[config.mk]
export PLATFORM = sky130hd
export DESIGN_NAME = debounce_bank
export DESIGN_NICKNAME = d
export VERILOG_FILES = /design/src/rtl/debounce_bank.sv
export SDC_FILE = /design/constraint.sdc
export NUM_CORES = 1
export LEC_CHECK = 0
export CORE_ASPECT_RATIO = 1.75
export CORE_UTILIZATION = 60
export DETAILED_ROUTE_END_ITERATION = 8
export PLACE_DENSITY = 0.91
export REMOVE_ABC_BUFFERS = 1
export SETUP_SLACK_MARGIN = 0.3
export SKIP_CTS_REPAIR_TIMING = 1
export SYNTH_ARGS = -nofsm -noshare
export SYNTH_HDL_FRONTEND = slang
export SYNTH_SLANG_ARGS = --single-unit
[constraint.sdc]
create_clock -name clk -period 19.61 [get_ports clk]
set_clock_uncertainty 0.15 [all_clocks]
set_input_delay 2.9415 -clock clk [delete_from_list [all_inputs] [get_ports clk]]
set_output_delay 2.9415 -clock clk [all_outputs]
set_load 0.01 [all_outputs]
[src/rtl/debounce_bank.sv]
// Multi-channel switch/key debouncer: two-flop synchronisers, a shared free-running
// prescaler tick and per-channel stability counters with registered edge pulses.
module debounce_bank #(
    parameter int   N            = 18,
    parameter int   DIV_BITS     = 16,
    parameter int   STABLE_TICKS = 4,
    parameter logic RESET_VAL    = 1'b0
) (
    input  logic         clk,
    input  logic         rst,
    input  logic [N-1:0] key_in,
    output logic [N-1:0] key_out,
    output logic [N-1:0] key_rise,
    output logic [N-1:0] key_fall,
    output logic         any_change,
    output logic         tick
);

    localparam logic [7:0] CNT_LAST = 8'(STABLE_TICKS - 1);

    logic [N-1:0]          sync1_q, sync1_d;
    logic [N-1:0]          sync2_q, sync2_d;
    logic [N-1:0]          out_q, out_d;
    logic [N-1:0]          rise_q, rise_d;
    logic [N-1:0]          fall_q, fall_d;
    logic                  any_q, any_d;
    logic [DIV_BITS-1:0]   presc_q, presc_d;
    logic [N-1:0][7:0]     cnt_q, cnt_d;

    assign tick = &presc_q;

    always_comb begin
        sync1_d = key_in;
        sync2_d = sync1_q;
        presc_d = presc_q + DIV_BITS'(1);
        out_d   = out_q;
        cnt_d   = cnt_q;
        rise_d  = '0;
        fall_d  = '0;
        for (int i = 0; i < N; i++) begin
            // Any sample that agrees with the output restarts qualification, tick or not.
            if (sync2_q[i] == out_q[i]) begin
                cnt_d[i] = 8'd0;
            end else if (tick && cnt_q[i] == CNT_LAST) begin
                out_d[i]  = sync2_q[i];
                cnt_d[i]  = 8'd0;
                rise_d[i] = sync2_q[i];
                fall_d[i] = ~sync2_q[i];
            end else if (tick) begin
                cnt_d[i] = cnt_q[i] + 8'd1;
            end
        end
        any_d = |(rise_d | fall_d);
    end

    always_ff @(posedge clk or posedge rst) begin
        if (rst) begin
            sync1_q <= {N{RESET_VAL}};
            sync2_q <= {N{RESET_VAL}};
            out_q   <= {N{RESET_VAL}};
            rise_q  <= '0;
            fall_q  <= '0;
            any_q   <= 1'b0;
            presc_q <= '0;
            cnt_q   <= '0;
        end else begin
            sync1_q <= sync1_d;
            sync2_q <= sync2_d;
            out_q   <= out_d;
            rise_q  <= rise_d;
            fall_q  <= fall_d;
            any_q   <= any_d;
            presc_q <= presc_d;
            cnt_q   <= cnt_d;
        end
    end

    assign key_out    = out_q;
    assign key_rise   = rise_q;
    assign key_fall   = fall_q;
    assign any_change = any_q;

endmodule

==> qor_table.md <==
| Stage | Item | Value |
|:---|:---|:---|
| pwr | Worst vdd ir | 0.0000600 V |
| sta | Slew of the pin with the lowest slew margin | 0.925 ns |
| yosys | Post-synthesis cell count | 1082 |
| cells and area | Signed area change from the synthesized netlist to the final layout | 15.2% |
| cells and area | Most common cell after layout, fill and taps aside | sky130_fd_sc_hd__dfrtp_1 |
| yosys | Dominant register cell in the synthesized netlist | sky130_fd_sc_hd__dfrtp_1 |
| global routing | Total congestion overflow after global routing | 0 |
| yosys | Average instance area after synthesis | 10.6 um^2 |
| placed design | DP Area | 12400 um^2 |
| yosys | Distinct cell type count after synthesis | 49 |
| yosys | Number of warnings issued by yosys | 0 |
| sta | Post-layout minimum cycle time | 5.51 ns |
| yosys | Ys async rst share | 100% |
| global routing | Largest net degree at the start of global routing | 121 |
| worst setup path | Crit-path max cell delay | 0.53 ns |
| global routing | Overall Global Routing Usage | 26.4% |
| clocking | Count of H-tree levels built during CTS | 1 |
| job | Maxcap violations | 0 |
| sta | Setup repair after global routing missed its margin | no |
| worst setup path | Crit. End Element | primary output |
| die | Area of the die | 19700 um^2 |
| route | Router iterations before antenna repair | 5 |
| placed design | Number of input and output port buffers inserted | 75 |
| sta | Final Hold Fails | 0 |
| worst setup path | Data arrival time of the critical path | 2.42 ns |
| global routing | Number of antenna violations at the first check in global routing | 0 |
| placed design | Half-perimeter wire length after detailed placement | 15400 um |
| yosys | Share of the yosys chip area belonging to registers | 54.9% |
| route | DRC Markers | 0 |
| cells and area | Flip-flop and latch area | 6280 um^2 |
| route | Antenna-violating nets left | 0 |
| worst setup path | Crit-path cells | ha_1, and3_1, and3_1, nand2_2, inv_2, clkdlybuf4s50_1 |
| clocking | Root Buffer Master | sky130_fd_sc_hd__clkbuf_16 |
| clocking | CTS max path bufs | 3 |
| yosys | Post-synthesis register bit count | 251 |
| pwr | Cell area power density | 77.2 nW/um^2 |
| sta | Peak Freq | 181 MHz |
| route | Vias | 8811 |
| outcome | Result of the run | finished clean |
| yosys | Cell type with the highest aggregate area in the netlist | sky130_fd_sc_hd__dfrtp_1 |
| global routing | Via count of the first global-routing pass | 9008 |
| die | Height of the die | 185 um |
| clocking | Clock slew at reported path FFs | 0.07 ns |
| yosys | Number of flops mapped to enable cells by yosys | 0 |
| worst hold path | Hold Path Class | register to register |
| cells and area | Final standard cell area without fillers | 13200 um^2 |
| route | Wire length reported by the detailed router | 25500 um |
| yosys | Cell types with the largest area share after synthesis | sky130_fd_sc_hd__dfrtp_1, sky130_fd_sc_hd__xnor2_1, sky130_fd_sc_hd__nor2_1, sky130_fd_sc_hd__nand3_1, sky130_fd_sc_hd__nand2_1 |
| sta | Setup_tns | 0 ns |
| die | X dimension of the die | 106 um |
| die | Initial core utilization | 61.3% |
| cells and area | Fraction of final layout cells sized beyond drive strength 1 | 7.68% |
| placed design | RD Place Congestion | 0.832 |
| cells and area | Fill cell total of the finished layout | 1244 |
| pwr | Static Leak | 5.50 nW |
| die | Number of standard-cell rows in the floorplan | 66 |
| worst setup path | Slowest cell on the critical path | sky130_fd_sc_hd__clkdlybuf4s50_1 |
| worst setup path | Worst-case register-to-register setup slack | 16.59 ns |
| sta | Worst relative slew slack | 38.2% |
| worst setup path | Data required time at the worst endpoint | 16.52 ns |
| die | IO Count | 76 |
| clocking | Number of clock sinks seen by CTS | 251 |
| global routing | Wire length of the first global-routing pass | 41800 um |
| cells and area | Final antenna diode count | 0 |
| worst setup path | Highest net fanout along the worst path | 6 |
| die | Area of the core region | 18700 um^2 |
| sta | Final slew viol count | 0 |
| route | Mean number of vias per cell | 6.25 |
| cells and area | Most frequent cells in the layout | sky130_fd_sc_hd__dfrtp_1, sky130_fd_sc_hd__nor2_1, sky130_fd_sc_hd__xnor2_1 |
| route | Number of violations reported at the end of detailed-routing iteration 0 | 404 |
| cells and area | Area occupied by multi-input gates | 4910 um^2 |
| route | Routed wire length per instance | 18.1 um |
| clocking | Clock tree from TritonCTS | built |
| sta | Period utilisation layout | 28.1% |
| clocking | Worst-skew pair later-pin latency | 0.52 ns |
| yosys | Fraction of synthesized cell area taken by the top area cell type | 54.9% |
| worst setup path | Critical Path Most Common Cell | sky130_fd_sc_hd__and3_1 |
| clocking | Number of clock buffers inserted by TritonCTS | 23 |
| worst setup path | Type of the setup path with the least slack | register to primary output |
| yosys | Netlist area before placement | 11400 um^2 |
| worst setup path | Kind of launch point of the worst setup path | register |
| sta | Number of setup violations in the final report | 0 |
| cells and area | Fin nets | 1194 |
[per-stage QoR]
step	power, mW	std cells	hold WS, ns	setup WS (ns)	utilization [%]
after floorplan	0.547	1047	0.181	9.62	-
after global placement	0.555	1368	0.183	13.73	66.4
after detailed placement	0.556	1368	0.185	13.72	66.4
after CTS	1.02	1410	0.197	14.10	70.6
after global routing	1.04	1410	0.196	13.95	70.6
final	1.02	1410	0.193	14.10	70.6
[cells in the mapped netlist, types with 7 or more instances]
library cell               instances
sky130_fd_sc_hd__a21oi_1          50
sky130_fd_sc_hd__a311oi_1          7
sky130_fd_sc_hd__and2_1           14
sky130_fd_sc_hd__and3_1           24
sky130_fd_sc_hd__and4_1            8
sky130_fd_sc_hd__buf_2            15
sky130_fd_sc_hd__clkbuf_1          9
sky130_fd_sc_hd__dfrtp_1         251
sky130_fd_sc_hd__ha_1             19
sky130_fd_sc_hd__inv_1            20
sky130_fd_sc_hd__mux2_2           19
sky130_fd_sc_hd__nand2_1          77
sky130_fd_sc_hd__nand3_1          86
sky130_fd_sc_hd__nand3b_1         14
sky130_fd_sc_hd__nand4_1          33
sky130_fd_sc_hd__nor2_1          117
sky130_fd_sc_hd__nor3_1           49
sky130_fd_sc_hd__nor3b_1          20
sky130_fd_sc_hd__nor4_1           28
sky130_fd_sc_hd__nor4_2           15
sky130_fd_sc_hd__nor4b_1          10
sky130_fd_sc_hd__o21ai_0          18
sky130_fd_sc_hd__xnor2_1          91
sky130_fd_sc_hd__xor2_1           33
[routing by layer]
layer  vias to the layer above  share of wire (%)  wire, um  track usage (%)
met5                         -                  0         0                0
met4                         0                4.6      1170             15.3
met3                       110                5.2      1330             3.78
met2                       351                 53     13400             46.8
met1                      4372                 38      9570             30.1
li1                       3978                  -         -                -
[power breakdown]
group	switching (mW)	total [mW]	internal [mW]
clock network	0.196	0.472	0.276
registers	0.00274	0.524	0.521
logic	0.0159	0.0217	0.00572
total	0.215	1.02	0.803
[final cells by class]
type,instances,area share (%)
clock buffer,33,5.03
timing repair buffer,83,6.15
tap,238,2.26
inverter,21,0.655
clock inverter,9,0.968
multi-input combinational,775,37.3
sequential,251,47.7
[flip-flops by register name, indices dropped and copies added, names as in the netlist]
name and flops:
key_fall 18, sync2_q 18, sync1_q 18, presc_q 16
any_change 1, key_out 18, key_rise 18, cnt_q 144
[worst paths after layout]
path                              from            to  cells past startpoint
hold reg to reg            sync1_q[11]   sync2_q[11]                      0
hold / removal             sync1_q[11]   sync2_q[11]                      0
max in group asynchronous          rst   key_rise[1]                      4
min in group asynchronous          rst  key_rise[12]                      2
setup / recovery            presc_q[0]          tick                      6
setup reg to reg            presc_q[0]   key_rise[2]                      8
[cell families after synthesis]
| kind of cell | synth area share [%] |
|---|---|
| AO/OA/AOI/OAI | 4.54 |
| XOR/XNOR | 9.49 |
| adder cells (fa/ha/maj) | 2.08 |
| buffers and inverters | 2.31 |
| flip-flops | 54.9 |
| multiplexers | 2.13 |
| AND/OR/NAND/NOR | 24.6 |
[worst max-delay path, delay by kind of cell (launching register included)]
kind                       cells  cell delay [ns]
adders and majority gates      1             0.20
buffers and inverters          2             0.62
DFF                            1             0.41
and+or+nand+nor                3             0.66
No activity file was read; power rests on OpenSTA's default activity.
